===== config.mk =====
export PLATFORM = sky130hd
export DESIGN_NAME = stopwatch_controller_flat
export DESIGN_NICKNAME = d
export VERILOG_FILES = /design/src/rtl/stopwatch_pkg.sv /design/src/rtl/stopwatch_controller_if.sv /design/src/rtl/bcd_digit_counter.sv /design/src/rtl/stopwatch_controller.sv /design/src/flat_wrapper.sv
export SDC_FILE = /design/constraint.sdc
export NUM_CORES = 1
export LEC_CHECK = 0
export CAP_MARGIN = 25
export CELL_PAD_IN_SITES_DETAIL_PLACEMENT = 1
export CELL_PAD_IN_SITES_GLOBAL_PLACEMENT = 1
export CORE_ASPECT_RATIO = 1.5
export CORE_MARGIN = 10
export CORE_UTILIZATION = 39
export CTS_CLUSTER_SIZE = 24
export DETAILED_ROUTE_END_ITERATION = 6
export PLACE_DENSITY_LB_ADDON = 0.25
export SLEW_MARGIN = 20
export SYNTH_ARGS = -nofsm -noshare
export SYNTH_HDL_FRONTEND = slang
export SYNTH_SLANG_ARGS = --single-unit

===== constraint.sdc =====
create_clock -name clock -period 2.5 [get_ports clock]
set_input_delay 0.625 -clock clock [delete_from_list [all_inputs] [get_ports clock]]
set_output_delay 0.625 -clock clock [all_outputs]
set_load 0.1 [all_outputs]

===== src/rtl/stopwatch_pkg.sv =====
// stopwatch_pkg: shared state encoding, digit geometry and per-digit limits for the stopwatch.
package stopwatch_pkg;
    typedef enum logic [1:0] {IDLE, RUNNING, STOPPED, LAP} state_e;
    localparam int DIGIT_W = 4;
    localparam logic [DIGIT_W-1:0] C1_MAX  = 4'd9;
    localparam logic [DIGIT_W-1:0] C10_MAX = 4'd9;
    localparam logic [DIGIT_W-1:0] S1_MAX  = 4'd9;
    localparam logic [DIGIT_W-1:0] S10_MAX = 4'd5;
    localparam logic [DIGIT_W-1:0] M1_MAX  = 4'd9;
    localparam logic [DIGIT_W-1:0] M10_MAX = 4'd9;
    localparam int C1_IDX  = 0;
    localparam int C10_IDX = 1;
    localparam int S1_IDX  = 2;
    localparam int S10_IDX = 3;
    localparam int M1_IDX  = 4;
    localparam int M10_IDX = 5;

    function automatic logic [DIGIT_W-1:0] digit_max(input int idx);
        return idx == C1_IDX  ? C1_MAX  :
               idx == C10_IDX ? C10_MAX :
               idx == S1_IDX  ? S1_MAX  :
               idx == S10_IDX ? S10_MAX :
               idx == M1_IDX  ? M1_MAX  : M10_MAX;
    endfunction
endpackage


===== src/rtl/stopwatch_controller_if.sv =====
// stopwatch_controller_if: button/tick inputs and display outputs of the stopwatch controller.
interface stopwatch_controller_if;
    logic        tick;
    logic        start_Stop;
    logic        lap;
    logic        clear;
    logic [23:0] time_Digits;
    logic        running;
    logic        lap_Active;
    logic        overflow;

    modport master (output tick, start_Stop, lap, clear,
                    input  time_Digits, running, lap_Active, overflow);
    modport slave  (input  tick, start_Stop, lap, clear,
                    output time_Digits, running, lap_Active, overflow);
endinterface


===== src/rtl/bcd_digit_counter.sv =====
// bcd_digit_counter: one BCD digit that rolls over at max_Value and carries to the next digit.
module bcd_digit_counter
    import stopwatch_pkg::*;
(
    input  logic               clock,
    input  logic               reset_n,
    input  logic               clear,
    input  logic               inc,
    input  logic [DIGIT_W-1:0] max_Value,
    output logic [DIGIT_W-1:0] value,
    output logic               carry
);
    logic [DIGIT_W-1:0] value_q, value_d;
    logic               at_max;

    always_comb begin
        at_max  = value_q == max_Value;
        carry   = inc && at_max;
        value_d = clear ? '0 : inc ? (at_max ? '0 : value_q + 4'd1) : value_q;
    end

    always_ff @(posedge clock or negedge reset_n)
        if (!reset_n) value_q <= '0;
        else          value_q <= value_d;

    assign value = value_q;
endmodule


===== src/rtl/stopwatch_controller.sv =====
// stopwatch_controller: MM:SS.cc BCD stopwatch with start/stop, lap freeze, clear and sticky overflow.
module stopwatch_controller
    import stopwatch_pkg::*;
#(
    parameter int WRAP_MINUTES = 60
) (
    input logic             clock,
    input logic             reset_n,
    stopwatch_controller_if.slave bus
);
    state_e      state_q, state_d;
    logic [23:0] lap_q, lap_d, live;
    logic        overflow_q, overflow_d;
    logic [5:0]  inc, carry, clr;
    logic [6:0]  minutes;
    logic        count_en, wrap;

    assign count_en = bus.tick && (state_q == RUNNING || state_q == LAP);
    assign inc      = {carry[4:0], count_en};
    assign minutes  = {3'b0, live[M10_IDX*DIGIT_W +: DIGIT_W]} * 7'd10
                    + {3'b0, live[M1_IDX*DIGIT_W +: DIGIT_W]};
    // Seconds rolling over at the last legal minute forces both minute digits back to zero.
    assign wrap     = carry[M10_IDX] || (carry[S10_IDX] && minutes == 7'(WRAP_MINUTES - 1));
    assign clr      = {{2{bus.clear || wrap}}, {4{bus.clear}}};

    for (genvar i = 0; i < 6; i++) begin : g_digit
        bcd_digit_counter u_digit (
            .clock     (clock),
            .reset_n   (reset_n),
            .clear     (clr[i]),
            .inc       (inc[i]),
            .max_Value (digit_max(i)),
            .value     (live[i*DIGIT_W +: DIGIT_W]),
            .carry     (carry[i])
        );
    end

    always_comb begin
        state_d    = state_q;
        lap_d      = lap_q;
        overflow_d = bus.clear ? 1'b0 : (overflow_q || wrap);
        if (bus.clear) begin
            state_d = IDLE;
            lap_d   = '0;
        end else begin
            unique case (state_q)
                IDLE:    state_d = bus.start_Stop ? RUNNING : IDLE;
                STOPPED: state_d = bus.start_Stop ? RUNNING : STOPPED;
                LAP:     state_d = bus.start_Stop ? STOPPED : bus.lap ? RUNNING : LAP;
                RUNNING: begin
                    state_d = bus.start_Stop ? STOPPED : bus.lap ? LAP : RUNNING;
                    lap_d   = (!bus.start_Stop && bus.lap) ? live : lap_q;
                end
                default: state_d = IDLE;
            endcase
        end
        bus.time_Digits = state_q == LAP ? lap_q : live;
        bus.running     = state_q == RUNNING || state_q == LAP;
        bus.lap_Active  = state_q == LAP;
        bus.overflow    = overflow_q;
    end

    always_ff @(posedge clock or negedge reset_n)
        if (!reset_n) begin
            state_q    <= IDLE;
            lap_q      <= '0;
            overflow_q <= 1'b0;
        end else begin
            state_q    <= state_d;
            lap_q      <= lap_d;
            overflow_q <= overflow_d;
        end
endmodule


===== src/flat_wrapper.sv =====
// flat-port wrapper written by rule: the top's interface ports become plain ports
module stopwatch_controller_flat import stopwatch_pkg::*;
#(
    parameter int WRAP_MINUTES = 60
)
  (clock, reset_n, bus_tick, bus_start_Stop, bus_lap, bus_clear, bus_time_Digits, bus_running, bus_lap_Active, bus_overflow);
  stopwatch_controller_if bus_i ();
  input logic clock;
  input logic reset_n;
  input wire logic [$bits(bus_i.tick)-1:0] bus_tick;
  input wire logic [$bits(bus_i.start_Stop)-1:0] bus_start_Stop;
  input wire logic [$bits(bus_i.lap)-1:0] bus_lap;
  input wire logic [$bits(bus_i.clear)-1:0] bus_clear;
  output wire logic [$bits(bus_i.time_Digits)-1:0] bus_time_Digits;
  output wire logic [$bits(bus_i.running)-1:0] bus_running;
  output wire logic [$bits(bus_i.lap_Active)-1:0] bus_lap_Active;
  output wire logic [$bits(bus_i.overflow)-1:0] bus_overflow;
  assign bus_i.tick = bus_tick;
  assign bus_i.start_Stop = bus_start_Stop;
  assign bus_i.lap = bus_lap;
  assign bus_i.clear = bus_clear;
  assign bus_time_Digits = bus_i.time_Digits;
  assign bus_running = bus_i.running;
  assign bus_lap_Active = bus_i.lap_Active;
  assign bus_overflow = bus_i.overflow;
  stopwatch_controller #(.WRAP_MINUTES(WRAP_MINUTES)) u_core (.clock(clock), .reset_n(reset_n), .bus(bus_i));
endmodule

==> reports/results.txt, run 1 <==
Largest net degree at the start of global routing: 28
Length of routed wiring on met1: 3553 um
Die area: 11,750 um^2
Min-Delay Path Class: in -> async
Setup fix buffers added after clock tree synthesis: 0
Highest clock rate: 397.9 MHz
Post-Place Cells: 486
Number of flops mapped to enable cells by yosys: 0
Total power per unit cell area: 458.0 nW/um^2
Final setup skew: 0.004328 ns
Critical Path AT: 2.73 ns
Detailed-route wire length per cell: 18.06 um
Final critical delay including setup and external delays: 2.513 ns
Maximum resistive drop on vdd: 320.7 uV
GRT Total Usage: 15.43%
Number of global-route vias before repair: 2,981
Fin nets: 417
Maximum fanout along the worst path: 3
Layout Area Growth over Synthesis: 34.11%
Initial core utilization: 39.71%
Insertion delay of the later-clocked pin in the worst-skew pair: 0.29 ns
Count of hold-fix buffers inserted at cts: 0
Share of post-route cells with drive strength above 1: 23.79%
Cell count after synthesis: 348
Status: complete, but fails checks
Number of nets with antenna violations after routing: 0
Max-slew headroom at the worst pin: 71.02%
Required time of the critical path: 2.71 ns
Slew of the pin with the lowest slew margin: 0.4348 ns
Detail Route met2 WL: 4828 um
Final Max Slew Viols: 0
Utilization after layout: 53.25%
Number of endpoints with negative hold slack in the final report: 0
Number of distinct standard cells referenced by the synthesized netlist: 39
DP Worst Slack: 0.02163 ns
Post-synthesis sequential element count: 51
Setup CP Type: reg -> reg
Final instance count without filler cells: 493
Worst slack on hold paths: 0.2655 ns
Clock tree from TritonCTS: built
Pre-Repair DR Iteration Count: 4
Top flip-flop cell by instance count after synthesis: dfrtp_1
Last weighted congestion value of the routability-driven placer: 0.8200
Clock root buffer: clkbuf_16
Share of flip-flops with an asynchronous set or reset: 100.0%
Vertical die dimension: 127.8 um
Initial antenna violation count: 0
Number of buffers created by CTS: 5
Final setup slack of the worst path: -0.01296 ns
Violations in the final reports: setup timing
Critical Path Sink Type: flip-flop
TritonCTS Sinks: 51
Antenna diodes: 0
Number of max-cap violations: 0
Number of warnings printed during yosys synthesis: 0
Total core area: 7612 um^2
Cell Rows: 39
Highest signal layer in the routed design: met4
Remaining global-route overflow: 0
Kind of launch point of the worst setup path: flip-flop
# setup viols final: 1
Clock-pin transition on the worst setup and hold timing paths: 0.07 ns
Number of buffers on the longest clock path: 2
Avg Synthesized Cell Area: 8.686 um^2
Total chip power: 1.857 mW
Deepest level of the CTS H-tree: 2
Count of input and output buffers: 32
Standby leakage power: 1.730 nW
Post-DP HPWL: 6330 um
Mapped cell area: 3023 um^2
Total number of vias: 2,711
DRC Markers: 0
Global-route wire length before repair: 14,910 um
Post-route clock period utilization: 100.5%
Number of ports placed on the die boundary: 33
Chip Width: 91.89 um
Drt total wl: 8904 um
Average vias per placed instance: 5.499
Share of synthesized area occupied by flip-flops and latches: 42.22%
Wire length on met3: 274 um
RSZ-0062 raised after global routing: yes
DR iter-0 viols: 70
Net Count, Synth: 374
Yosys cell counts, types with 3 or more instances:
library cell / count / share of area (%)
nor2_1: 15 / 1.9
nor4_1: 3 / 0.62
nand2_1: 80 / 9.9
a31oi_1: 4 / 0.83
clkbuf_1: 14 / 1.7
nor3_1: 11 / 1.8
a21oi_1: 43 / 7.1
and3_1: 3 / 0.62
and2_1: 6 / 1.2
ha_1: 18 / 7.5
nand3_1: 6 / 0.99
nand3b_1: 4 / 0.99
dfrtp_1: 51 / 42
mux2_2: 16 / 6.0
o21ai_0: 22 / 3.6
inv_1: 12 / 1.5
or3_1: 3 / 0.62
and3b_1: 6 / 1.7
xnor2_1: 3 / 0.87
what timing repair did:
item / 4_1_cts / 5_1_grt
resized for setup: 0 / 5
endpoints found under the setup margin: 0 / 9
hold endpoints to repair: 0 / 0
metal layers:
layer,up-vias,global-route usage (%)
met2,40,28.96
met3,21,2.931
met5,-,0
li1,1274,-
met1,1376,16.38
met4,0,6.011
through the flow:
stage / cell area (um^2) / TNS [ns]
floorplan: 3123 / 0
global route: 4054 / -0.1439
detailed placement: 3889 / 0
CTS: 4033 / 0
finish: 4054 / -0.01296
global placement: 3889 / 0
layout by cell type, fill, tap and decap left out, types with 2 or more instances in the layout:
| cell | Yosys | routed |
|---|---|---|
| a21oi_1 | 43 | 43 |
| buf_4 | 1 | 23 |
| clkdlybuf4s50_1 | 0 | 4 |
| nand3b_1 | 4 | 4 |
| and3_4 | 2 | 2 |
| nor2b_1 | 2 | 2 |
| mux2i_1 | 2 | 2 |
| ha_1 | 18 | 17 |
| a21o_2 | 2 | 2 |
| fa_1 | 2 | 2 |
| o21ai_4 | 0 | 8 |
| clkbuf_16 | 0 | 5 |
| o31ai_1 | 2 | 2 |
| nand3_2 | 1 | 2 |
| inv_1 | 12 | 11 |
| xnor2_1 | 3 | 2 |
| and3_1 | 3 | 3 |
| dfrtp_1 | 51 | 51 |
| a31oi_1 | 4 | 4 |
| nand2_1 | 80 | 80 |
| nor4_1 | 3 | 3 |
| mux2_2 | 16 | 16 |
| nor2_1 | 15 | 15 |
| buf_12 | 0 | 25 |
| nand3_1 | 6 | 5 |
| nand4_1 | 2 | 2 |
| and2_1 | 6 | 6 |
| nor3_1 | 11 | 11 |
| o21ai_0 | 22 | 14 |
| and3b_1 | 6 | 6 |
| or3_1 | 3 | 3 |
state kept, by name (all words and copies together) (netlist names):
| register | cells |
|---|---|
| u_core.bus.overflow | 1 |
| u_core.g_digit.u_digit.value | 24 |
| u_core.lap_q | 24 |
| u_core.state_q | 2 |
layout make-up:
type                            instances  area, um^2
Fill cell                             885        3558
Clock inverter                          1       5.005
Sequential cell                        51        1276
Inverter                               13       48.80
Multi-Input combinational cell        267        1739
Timing Repair Buffer                   53       718.2
Tap cell                              102       127.6
Clock buffer                            6       138.9
power by group:
group | internal [mW] | total (mW) | switching, mW
logic | 0.0967 | 0.298 | 0.201
registers | 0.839 | 0.859 | 0.0204
clock network | 0.392 | 0.699 | 0.307
total | 1.33 | 1.86 | 0.529
path summary, 6_finish.rpt:
check / startpoint / to / slack (ns) / cells past startpoint
min in group clock: u_core.bus.overflow / u_core.bus.overflow / 0.51 / 1
worst min-delay path: reset_n / u_core.lap_q[2] / 0.27 / 1
worst min register to register: u_core.bus.overflow / u_core.bus.overflow / 0.51 / 1
worst max register to register: u_core.g_digit[5].u_digit.value[3] / u_core.g_digit[4].u_digit.value[3] / -0.01 / 9
worst max-delay path: u_core.g_digit[5].u_digit.value[3] / u_core.g_digit[4].u_digit.value[3] / -0.01 / 9
max in group asynchronous: reset_n / u_core.bus.overflow / 1.63 / 2
critical path, cell delays in order (launching register included):
cell	delay (ns)
dfrtp_1	0.39
ha_1	0.28
ha_2	0.17
inv_2	0.04
fa_1	0.48
nand4b_1	0.17
nor3_4	0.07
and3_4	0.19
or4_1	0.51
a31oi_1	0.14
cell families after synthesis:
| kind of cell | synth area share (%) |
|---|---|
| mux | 6.622 |
| xor+xnor | 1.159 |
| flops | 42.22 |
| buf+inv | 3.932 |
| compound gates | 13.45 |
| fa+ha+maj | 8.775 |
| simple gates | 23.84 |
(Power assumes the default switching activity.)
==> run 2, diff against run 1 <==
--- a/config.mk
+++ b/config.mk
@@ -14,6 +14,7 @@
 export CTS_CLUSTER_SIZE = 24
 export DETAILED_ROUTE_END_ITERATION = 6
 export PLACE_DENSITY_LB_ADDON = 0.25
+export SETUP_SLACK_MARGIN = 0.02
 export SLEW_MARGIN = 20
 export SYNTH_ARGS = -nofsm -noshare
 export SYNTH_HDL_FRONTEND = slang
==> run 2 against run 1 <==
The run now ends clean. Hold slack improved by 0.039 ns. First-iteration DRC count shrank 13%. Total power fell by 1.5%. Routed wire length down 4.9%. Sequential power about the same. Via count shrank 1.9%. Cell count is 0.20% lower. Clock-buffer cell count up 1. Sequential share of layout area shrank 0.095 points.
==> reports/results.txt, run 2 (synthesis gave the netlist of run 1 again) <==
Status: complete, no violations
Number of global-route vias before repair: 2,819
Share of post-route cells with drive strength above 1: 23.59%
Total internal power: 1.311 mW
Number of max-cap violations: 0
Clock tree from TritonCTS: built
Number of endpoints with negative hold slack in the final report: 0
Deepest level of the CTS H-tree: 2
Average vias per placed instance: 5.407
DR iter-0 viols: 61
Final critical delay including setup and external delays: 2.467 ns
Largest net degree at the start of global routing: 52
Last weighted congestion value of the routability-driven placer: 0.8275
Kind of launch point of the worst setup path: flip-flop
Setup CP Type: reg -> reg
Final Max Slew Viols: 0
Final instance area: 4070 um^2
Cell Rows: 39
Total number of vias: 2,660
Most frequent standard cell in the layout excluding fill and tap cells: nand2_1
Count of hold-fix buffers inserted at cts: 0
Global-route wire length before repair: 14,370 um
Insertion delay of the later-clocked pin in the worst-skew pair: 0.28 ns
Detailed-route wire length per cell: 17.22 um
Number of buffers created by CTS: 5
Seq pwr share: 47.1%
Post-route clock period utilization: 98.66%
Drt total wl: 8472 um
Required time of the critical path: 2.71 ns
Switching share of total power: 28.31%
TritonCTS Sinks: 51
Vertical die dimension: 127.8 um
# setup viols final: 0
Remaining global-route overflow: 0
Initial antenna violation count: 0
Area post-placement: 3900 um^2
Initial core utilization: 39.71%
Critical Path AT: 2.67 ns
Chip Width: 91.89 um
Fin nets: 415
Maximum fanout along the worst path: 3
RSZ-0062 raised after global routing: yes
Critical Path Sink Type: flip-flop
Final setup skew: 0.003730 ns
Combinational fraction of design power: 16.5%
Count of input and output buffers: 32
Maximum resistive drop on vdd: 268.3 uV
Standby leakage power: 1.725 nW
Total power per unit cell area: 449.4 nW/um^2
Number of ports placed on the die boundary: 33
Layout Area Growth over Synthesis: 34.64%
Number of buffers on the longest clock path: 2
Clock power frac: 36.5%
Die area: 11,750 um^2
GRT Total Usage: 14.83%
Clock-pin transition on the worst setup and hold timing paths: 0.07 ns
Antenna diodes: 0
Clock root buffer: clkbuf_16
Total core area: 7612 um^2
Post-DP HPWL: 5987 um
Slew of the pin with the lowest slew margin: 0.4276 ns
Filler Cell Count: 891
Number of nets with antenna violations after routing: 0
Net switching power: 0.5178 mW
Highest clock rate: 405.4 MHz
Worst reg-to-reg setup slack: 0.03 ns
Worst slack on hold paths: 0.3045 ns
Setup fix buffers added after clock tree synthesis: 0
Min-Delay Path Class: in -> async
DRC Markers: 0
Commonest cells after routing, fill and taps aside: 80 x nand2_1, 50 x dfrtp_1, 42 x a21oi_1, 27 x buf_12, 19 x buf_4
Max-slew headroom at the worst pin: 71.19%
Pre-Repair DR Iteration Count: 4
-- run 2: repair_timing --
| item | CTS | global route |
|---|---|---|
| setup endpoints to repair | 1 | 5 |
| resized for setup | 1 | 4 |
| pin swaps | 1 | 1 |
-- run 2: power by group through the flow --
stage                     Clock (mW)  Combinational [mW]  Sequential, mW
after floorplan                    0               0.180           0.869
after global placement             0               0.298           0.873
after detailed placement           0               0.304           0.875
after CTS                      0.686               0.307           0.860
final                          0.667               0.301           0.861
after global routing           0.712               0.324           0.862
-- run 2: routing by layer --
layer  vias up  track usage [%]  share of wire, %
met4         0            4.007               1.1
li1       1272                -                 -
met2        31            27.46                55
met5         -                0                 0
met1      1351            16.80                41
met3         6            2.755               2.6
-- run 2: worst max-delay path: stages (launching register included) --
cell and delay [ns]:
dfrtp_1 0.39, ha_1 0.29, ha_1 0.14, inv_1 0.05, fa_1 0.47, nand4b_1 0.13, nor3_2 0.08, and3_4 0.19
or4_4 0.51, a31oi_1 0.15
-- run 2: path summary, 6_finish.rpt --
check,startpoint,endpoint,depth (start not counted)
hold / removal,reset_n,u_core.lap_q[3],2
hold reg to reg,u_core.bus.overflow,u_core.bus.overflow,1
setup / recovery,u_core.g_digit[5].u_digit.value[1],u_core.g_digit[4].u_digit.value[3],9
min in group clock,u_core.bus.overflow,u_core.bus.overflow,1
setup reg to reg,u_core.g_digit[5].u_digit.value[1],u_core.g_digit[4].u_digit.value[3],9
max in group asynchronous,reset_n,u_core.g_digit[1].u_digit.value[3],2
-- run 2: cell type report --
cell class / instances / area (um^2) / area share [%]
sequential: 51 / 1277 / 31.39
timing repair buffer: 51 / 728.2 / 17.89
inverter: 13 / 48.80 / 1.199
clock buffer: 7 / 132.6 / 3.259
multi-input combinational: 267 / 1750 / 43.01
clock inverter: 1 / 5.005 / 0.1230
tap: 102 / 127.6 / 3.136
-- run 2: through the flow --
step | worst slack (ns) | utilization (%) | setup TNS [ns] | power, mW | cells
after global routing | -0.03353 | 53.47 | -0.06328 | 1.898 | 492
final | 0.03338 | 53.47 | 0 | 1.829 | 492
after global placement | 0.05835 | 51.23 | 0 | 1.171 | 484
after floorplan | 0.02277 | - | 0 | 1.050 | 348
after CTS | 0.02122 | 53.21 | 0 | 1.853 | 492
after detailed placement | -0.03870 | 51.23 | -0.03870 | 1.179 | 484
==> run 3, diff against run 2 <==
--- a/config.mk
+++ b/config.mk
@@ -10,7 +10,8 @@
 export CELL_PAD_IN_SITES_GLOBAL_PLACEMENT = 1
 export CORE_ASPECT_RATIO = 1.5
 export CORE_MARGIN = 10
-export CORE_UTILIZATION = 39
+export CORE_UTILIZATION = 44
+export CTS_BUF_LIST = sky130_fd_sc_hd__clkbuf_8
 export CTS_CLUSTER_SIZE = 24
 export DETAILED_ROUTE_END_ITERATION = 6
 export PLACE_DENSITY_LB_ADDON = 0.25
==> constraint.sdc (replaced) <==
create_clock -name clock -period 2.6 [get_ports clock]
set_input_delay 0.65 -clock clock [delete_from_list [all_inputs] [get_ports clock]]
set_output_delay 0.65 -clock clock [all_outputs]
set_load 0.1 [all_outputs]
==> run 3 against run 2 <==
The run now ends with setup timing left. Critical path depth did not move. Sequential cell count unchanged. Via count grew 1.7%. Fmax shrank 5.9%. Critical path type unchanged. Utilization grew 6.8 points. Clock skew is 0.0027 ns higher. Global-route usage is 3.2 points higher.
==> reports/results.txt, run 3 (synthesis gave the netlist of run 1 again) <==
Status: complete, but fails checks
Violations in the final reports: setup timing
DRC Markers: 0
Max-slew headroom at the worst pin: 56.79%
Terminus of the critical flop-to-flop path: u_core.g_digit[5].u_digit.value[1]
Kind of launch point of the worst setup path: flip-flop
Share of post-route cells with drive strength above 1: 22.48%
Worst reg-to-reg path cell count: 9
Worst slack on hold paths: 0.3556 ns
Setup CP Type: reg -> reg
Average vias per placed instance: 5.842
Deepest level of the CTS H-tree: 2
Remaining global-route overflow: 0
Cell Rows: 36
Standby leakage power: 1.689 nW
Number of max-cap violations: 0
Filler Cell Count: 734
DR iter-0 viols: 128
GRT Total Usage: 17.98%
Largest net degree at the start of global routing: 30
Required time of the critical path: 2.79 ns
Number of global-route vias before repair: 3,053
Final critical delay including setup and external delays: 2.621 ns
Detailed-route wire length per cell: 19.88 um
Worst reg-to-reg setup slack: -0.02 ns
Antenna diodes: 0
Layout Area Growth over Synthesis: 31.21%
TritonCTS Sinks: 51
Global-route wire length before repair: 15,500 um
Reg2Reg Launch Point: u_core.g_digit[5].u_digit.value[1]
Initial antenna violation count: 0
Slew of the pin with the lowest slew margin: 0.6482 ns
Fin nets: 412
Number of nets with antenna violations after routing: 0
Last weighted congestion value of the routability-driven placer: 0.8234
Min-Delay Path Class: in -> async
Utilization after layout: 60.31%
Insertion delay of the later-clocked pin in the worst-skew pair: 0.31 ns
Pre-Repair DR Iteration Count: 4
Maximum fanout along the worst path: 3
Post-DP HPWL: 6253 um
Drt total wl: 9203 um
Maximum resistive drop on vdd: 261.8 uV
Total power per unit cell area: 428.8 nW/um^2
Number of ports placed on the die boundary: 33
Clock-pin transition on the worst setup and hold timing paths: 0.10 ns
RSZ-0062 raised after global routing: yes
Clock root buffer: clkbuf_8
Most frequent standard cell in the layout excluding fill and tap cells: nand2_1
Total number of vias: 2,705
Total chip power: 1.701 mW
Critical Path AT: 2.81 ns
Clock tree from TritonCTS: built
Count of input and output buffers: 32
Number of buffers on the longest clock path: 2
Highest clock rate: 381.5 MHz
Chip Width: 87.68 um
Total core area: 6576 um^2
Initial core utilization: 45.97%
Count of hold-fix buffers inserted at cts: 0
Number of buffers created by CTS: 5
Final setup skew: 0.006450 ns
Final setup slack of the worst path: -0.02140 ns
Commonest cells after routing, fill and taps aside: 80 x nand2_1, 51 x dfrtp_1, 43 x a21oi_1, 26 x buf_12
Number of endpoints with negative hold slack in the final report: 0
Post-route clock period utilization: 100.8%
Critical Path Sink Type: flip-flop
# setup viols final: 1
Vertical die dimension: 121.5 um
Final Max Slew Viols: 0
Die area: 10,650 um^2
==> run 3: what timing repair did <==
action,CTS,global route
buffers inserted,0,0
gates resized for setup,0,3
endpoints found under the setup margin,0,5
==> run 3: layer usage <==
layer	GRT usage (%)	share of wire (%)
met1	19.94	39
met2	32.25	56
met3	3.495	2.9
met4	7.200	2.0
met5	0	0
==> run 3: power breakdown <==
part | leakage [nW] | internal (mW) | switching (mW)
clock | 0.0612 | 0.312 | 0.276
combinational | 0.920 | 0.0929 | 0.192
sequential | 0.708 | 0.806 | 0.0218
==> run 3: through the flow <==
step	area (um^2)	cells	worst slack (ns)	setup TNS [ns]
detailed placement	3831	455	0.1039	0
global route	3966	463	-0.1006	-0.4130
CTS	3949	463	0.07159	0
finish	3966	463	-0.02140	-0.02140
floorplan	3123	348	0.1035	0
global placement	3831	455	0.1824	0
==> run 3: final cells by class <==
cell class | instances | area (um^2) | area share [%]
multi-input combinational | 267 | 1735 | 43.75
inverter | 13 | 48.80 | 1.230
tap | 76 | 95.09 | 2.397
sequential | 51 | 1276 | 32.18
clock buffer | 6 | 82.58 | 2.082
clock inverter | 2 | 35.03 | 0.8833
timing repair buffer | 48 | 693.2 | 17.48
==> run 3: worst max path at each step <==
stage	start	to
6_report	u_core.g_digit[5].u_digit.value[1]	u_core.g_digit[5].u_digit.value[1]
5_1_grt	u_core.g_digit[5].u_digit.value[0]	u_core.g_digit[4].u_digit.value[3]
4_1_cts	u_core.g_digit[5].u_digit.value[1]	u_core.g_digit[5].u_digit.value[1]
3_5_place_dp	u_core.g_digit[5].u_digit.value[0]	u_core.g_digit[4].u_digit.value[3]
3_3_place_gp	u_core.g_digit[5].u_digit.value[0]	u_core.g_digit[4].u_digit.value[3]
2_1_floorplan	u_core.g_digit[5].u_digit.value[0]	u_core.g_digit[4].u_digit.value[3]
==> run 3: worst max-delay path: stages, from the launching register on <==
cell	delay, ns
dfrtp_1	0.41
ha_1	0.31
ha_1	0.20
inv_1	0.07
fa_1	0.40
nand4b_1	0.23
nor3_2	0.35
a31oi_1	0.20
o21ai_1	0.22
a21oi_1	0.10
